## config.mk

```make
export PLATFORM = sky130hd
export DESIGN_NAME = mem_wb_stage
export DESIGN_NICKNAME = d
export VERILOG_FILES = /design/src/rtl/cpu_pkg.sv /design/src/rtl/mem_wb_stage_load_align.sv /design/src/rtl/mem_wb_stage.sv
export SDC_FILE = /design/constraint.sdc
export NUM_CORES = 1
export LEC_CHECK = 0
export ABC_AREA = 1
export CAP_MARGIN = 20
export CORE_AREA = 2 2 115 117
export DETAILED_ROUTE_END_ITERATION = 7
export DIE_AREA = 0 0 117 119
export PLACE_DENSITY_LB_ADDON = 0.2
export SLEW_MARGIN = 20
export SYNTH_ARGS = -nofsm -noshare
export SYNTH_HDL_FRONTEND = slang
export SYNTH_SLANG_ARGS = --single-unit
```

## constraint.sdc

```tcl
create_clock -name clk -period 1.7 [get_ports clk]
set_clock_uncertainty 0.15 [all_clocks]
set_input_delay 0.51 -clock clk [delete_from_list [all_inputs] [get_ports clk]]
set_output_delay 0.51 -clock clk [all_outputs]
set_load 0.005 [all_outputs]
```

## src/rtl/cpu_pkg.sv

```systemverilog
// Shared core definitions: load-type encoding and writeback constants.
// Imported by the MEM/WB stage and its load alignment helper.
package cpu_pkg;

    typedef enum logic [2:0] {
        LD_NONE = 3'd0,
        LD_LB   = 3'd1,
        LD_LBU  = 3'd2,
        LD_LH   = 3'd3,
        LD_LHU  = 3'd4,
        LD_LW   = 3'd5
    } load_type_e;

    localparam logic [31:0] LINK_OFFSET = 32'd8;

endpackage

```

## src/rtl/mem_wb_stage_load_align.sv

```systemverilog
// Little-endian load formatter: picks the addressed byte/halfword,
// extends it, and flags accesses that break natural alignment.
module load_align
    import cpu_pkg::*;
(
    input  logic [31:0] i_raw,
    input  logic [1:0]  i_offset,
    input  logic [2:0]  i_type,
    output logic [31:0] o_data,
    output logic        o_is_load,
    output logic        o_misaligned
);

    logic [7:0]  w_byte;
    logic [15:0] w_half;

    assign w_byte = i_raw[8*i_offset +: 8];
    assign w_half = i_offset[1] ? i_raw[31:16] : i_raw[15:0];

    always_comb begin
        o_data       = i_raw;
        o_is_load    = 1'b1;
        o_misaligned = 1'b0;
        case (i_type)
            LD_LB:  o_data = {{24{w_byte[7]}}, w_byte};
            LD_LBU: o_data = {24'd0, w_byte};
            LD_LH: begin
                o_data       = {{16{w_half[15]}}, w_half};
                o_misaligned = i_offset[0];
            end
            LD_LHU: begin
                o_data       = {16'd0, w_half};
                o_misaligned = i_offset[0];
            end
            LD_LW:  o_misaligned = (i_offset != 2'd0);
            // Codes 0, 6 and 7 are all plain non-loads.
            default: o_is_load = 1'b0;
        endcase
    end

endmodule

```

## src/rtl/mem_wb_stage.sv

```systemverilog
// MEM/WB pipeline register: selects the writeback value, drives the
// register file write port and counts retired instructions.
module mem_wb_stage
    import cpu_pkg::*;
#(
    parameter int RETIRE_W = 32
) (
    input  logic                clk,
    input  logic                reset,
    input  logic                mem_valid,
    input  logic                mem_reg_write,
    input  logic [4:0]          mem_rd,
    input  logic [31:0]         mem_alu_result,
    input  logic [31:0]         mem_load_data,
    input  logic [2:0]          mem_load_type,
    input  logic                mem_link,
    input  logic [31:0]         mem_pc,
    input  logic                flush,
    output logic [4:0]          write_addr,
    output logic [31:0]         write_data,
    output logic                reg_write,
    output logic                wb_valid,
    output logic                misalign_err,
    output logic [RETIRE_W-1:0] retire_count
);

    logic [31:0]         w_ld_data;
    logic                w_is_load;
    logic                w_mis;
    logic [31:0]         w_wb_data;
    logic                w_take;

    logic [4:0]          r_write_addr;
    logic [31:0]         r_write_data;
    logic                r_reg_write;
    logic                r_wb_valid;
    logic                r_misalign;
    logic [RETIRE_W-1:0] r_retire;

    load_align u_align (
        .i_raw        (mem_load_data),
        .i_offset     (mem_alu_result[1:0]),
        .i_type       (mem_load_type),
        .o_data       (w_ld_data),
        .o_is_load    (w_is_load),
        .o_misaligned (w_mis)
    );

    assign w_take    = mem_valid & ~flush;
    assign w_wb_data = mem_link  ? mem_pc + LINK_OFFSET :
                       w_is_load ? w_ld_data : mem_alu_result;

    always_ff @(posedge clk) begin
        if (reset) begin
            r_write_addr <= 5'd0;
            r_write_data <= 32'd0;
            r_reg_write  <= 1'b0;
            r_wb_valid   <= 1'b0;
            r_misalign   <= 1'b0;
            r_retire     <= '0;
        end else if (w_take) begin
            r_write_addr <= mem_rd;
            r_write_data <= w_wb_data;
            r_reg_write  <= mem_reg_write & (|mem_rd) & ~w_mis;
            r_wb_valid   <= 1'b1;
            r_misalign   <= w_mis;
            r_retire     <= r_retire + RETIRE_W'(1);
        end else begin
            r_write_addr <= 5'd0;
            r_write_data <= 32'd0;
            r_reg_write  <= 1'b0;
            r_wb_valid   <= 1'b0;
            r_misalign   <= 1'b0;
        end
    end

    assign write_addr   = r_write_addr;
    assign write_data   = r_write_data;
    assign reg_write    = r_reg_write;
    assign wb_valid     = r_wb_valid;
    assign misalign_err = r_misalign;
    assign retire_count = r_retire;

endmodule

```

==> results.cfg <==
[run_status]
status = finished clean

[layout]
syn_to_final_growth_pct = 73.79
most-common-layout-cells = nand2_1, buf_4, nor2_1
drive_above_1_share_pct = 26.20
utilization_pct = 69.97
fill_cells = 1124
final_common_cell = nand2_1
nets = 1355

[synth]
syn_inst = 920
synth_flop_cell = dfxtp_1
yosys_warnings = 0
ys_types = 36
ys_seq_area_share_pct = 27.81
synth-edff-count = 0
yosysTopAreaCell = dfxtp_1
synth.net_count = 1032
synth_area_mm2 = 0.005184
yosys_register_bits = 72
synth_top_cell_area_share_pct = 27.81
async_reset_ff_share_pct = 0
avgSynthCellArea_um2 = 5.634
yosys-top-cells-area = dfxtp_1, nand2_1, nor2_1

[global_routing]
antenna_found_initial = 1
grt_pass1_wl_mm = 32.64
grt_use_total_pct = 30.26
grt-busiest-layer = met2
grtUsageMet3_pct = 6.310
use_met1_pct = 35.73
grtUsageMet2_pct = 52.20
overflow = 0
grt_max_degree = 48
grt_pass1_vias = 6826

[floorplan]
fp.dieW_um = 117
io_pins = 182
core_area_mm2 = 0.01287
die_h_um = 119
num_rows = 42
initial_core_util_pct = 40.26
die_area_mm2 = 0.01392

[placed_design]
gp_congestion = 0.9446
pre_cts_ws_ns = -0.6874
dp_hpwl_mm = 15.97
io_buffers = 181

[clocking]
cts-hold-fix-buffers = 0
root_buffer = clkbuf_16
cts_buffers = 9
clockBufferDepth = 2
clkLatencyLatePin_ns = 0.34
cts_max_level = 3
clock_sinks = 72
path_clk_slew_ns = 0.06
tritoncts = built

[worst_setup_path]
end_kind = flop
cp.arrival_ns = 1.76
start_kind = input port
slowest_delay_ns = 0.61
path_buf_inv = 3
critPathRequiredTime_ns = 1.77
critPathKind = input port to flop
crit_path_top_delay_cell = clkdlybuf4s50_1
crit_family = buffers and inverters
path_max_fanout = 6
path_cells = clkdlybuf4s50_1 -> buf_4 -> clkinvlp_4 -> o21ai_1 -> a21oi_1

[routing]
drc = 0
vias = 7176
post_drt_via_cell_ratio = 5.036
dr.pass1.iters = 5
initialDrtViolationCount = 668
wl_per_cell_um = 14.77
ant_nets = 0
wl_mm = 21.05

[sta]
grt_setup_unrepaired = yes
fin_crit_ns = 1.692
relSlewSlack_pct = 77.69
finalMaxSlewViolations = 0
setup_ws_ns = 0.007576
period_share_pct = 99.55
setup-tns-final_ns = 0
maxClockFrequency_ghz = 0.5909
worstMarginPinSlew_ns = 0.3316
finalSetupViolCount = 0
hold_violations = 0

[power_and_ir_drop]
total_power_uw = 4830
max-vdd-ir-drop_uv = 859.9
powerDensity_mw_per_mm2 = 536.2
leakage_uw = 0.004277

[hold_path]
hold_class = flop to flop

[flow_run]
drv_cap = 0
[flip-flops by register name, summed over array words and instances (netlist names)]
register,cells
misalign_err,1
reg_write,1
retire_count,32
wb_valid,1
write_addr,5
write_data,32
[synthesized netlist by cell type (6+ instances only)]
library cell / count
nand3b_1: 15
a21oi_1: 58
inv_1: 75
buf_2: 6
nor2_1: 174
nor2_2: 8
nand2_1: 317
nand4_1: 21
o21ai_1: 12
dfxtp_1: 72
xor2_1: 10
nand3_1: 51
clkbuf_1: 18
o21ai_0: 42
[worst paths after layout]
path | to | cells after the start | slack, ns | startpoint
worst max register to register | retire_count[18] | 9 | 0.06 | retire_count[11]
worst min-delay path | retire_count[5] | 2 | 0.36 | retire_count[5]
worst min register to register | retire_count[5] | 2 | 0.36 | retire_count[5]
worst max-delay path | retire_count[10] | 5 | 0.008 | reset
[cell type report]
cell class / instances / area [um^2] / share of cell area (%)
diodes: 1 / 2.502 / 0.02778
flip-flops and latches: 72 / 1503 / 16.68
repair buffers: 340 / 3002 / 33.32
clock buffers: 11 / 242.7 / 2.694
repair inverters: 1 / 7.507 / 0.08333
inverters: 81 / 317.8 / 3.528
clock inverters: 5 / 38.79 / 0.4306
well taps: 176 / 220.2 / 2.444
multi-input cells: 738 / 3675 / 40.79
[cell families (layout without fill, tap and decap cells)]
group                      after synthesis  after routing  share of synthesized area, %
adders and majority gates                2              2                        0.4827
other                                    0              1                             0
DFF                                     72             72                         27.81
and+or+nand+nor                        604            604                         49.02
buffers and inverters                  110            438                         8.400
xor gates and xnor gates                13             13                         2.196
AOI/OAI and AO/OA                      119            119                         12.09
[power breakdown]
group / switching (uW) / internal, uW / total (uW)
combinational: 654 / 632 / 1290
clock: 779 / 1040 / 1820
sequential: 16.5 / 1710 / 1730
total: 1450 / 3380 / 4830
[what timing repair did]
item,4_1_cts,5_1_grt
resized for setup,210,88
hold endpoints to repair,0,0
gates cloned,3,1
setup buffers,24,4
pin swaps,24,29
endpoints found under the setup margin,127,61
[worst register-to-register path, cell delays in order, from the launching register on]
cell and delay (ns):
dfxtp_2 0.33, buf_4 0.12, nand2_2 0.06, nor2_2 0.16
nand3_2 0.17, nor2_4 0.14, buf_6 0.12, nand2_1 0.06
xor2_1 0.15, nor2_1 0.06
[metal layers]
| layer | routed length, um | up-vias |
|---|---|---|
| li1 | - | 3567 |
| met1 | 8291 | 3228 |
| met2 | 10460 | 317 |
| met3 | 1398 | 64 |
| met4 | 903 | 0 |
| met5 | 0 | - |
[through the flow]
step	instances	instance area [um^2]	hold slack (ns)
2_1_floorplan	920	5240	0.3198
3_3_place_gp	1379	8140	0.3305
3_5_place_dp	1379	8140	0.3461
4_1_cts	1422	8796	0.3376
5_1_grt	1425	9009	0.3739
6_report	1425	9009	0.3580
Power figures use the tool's default switching activity.
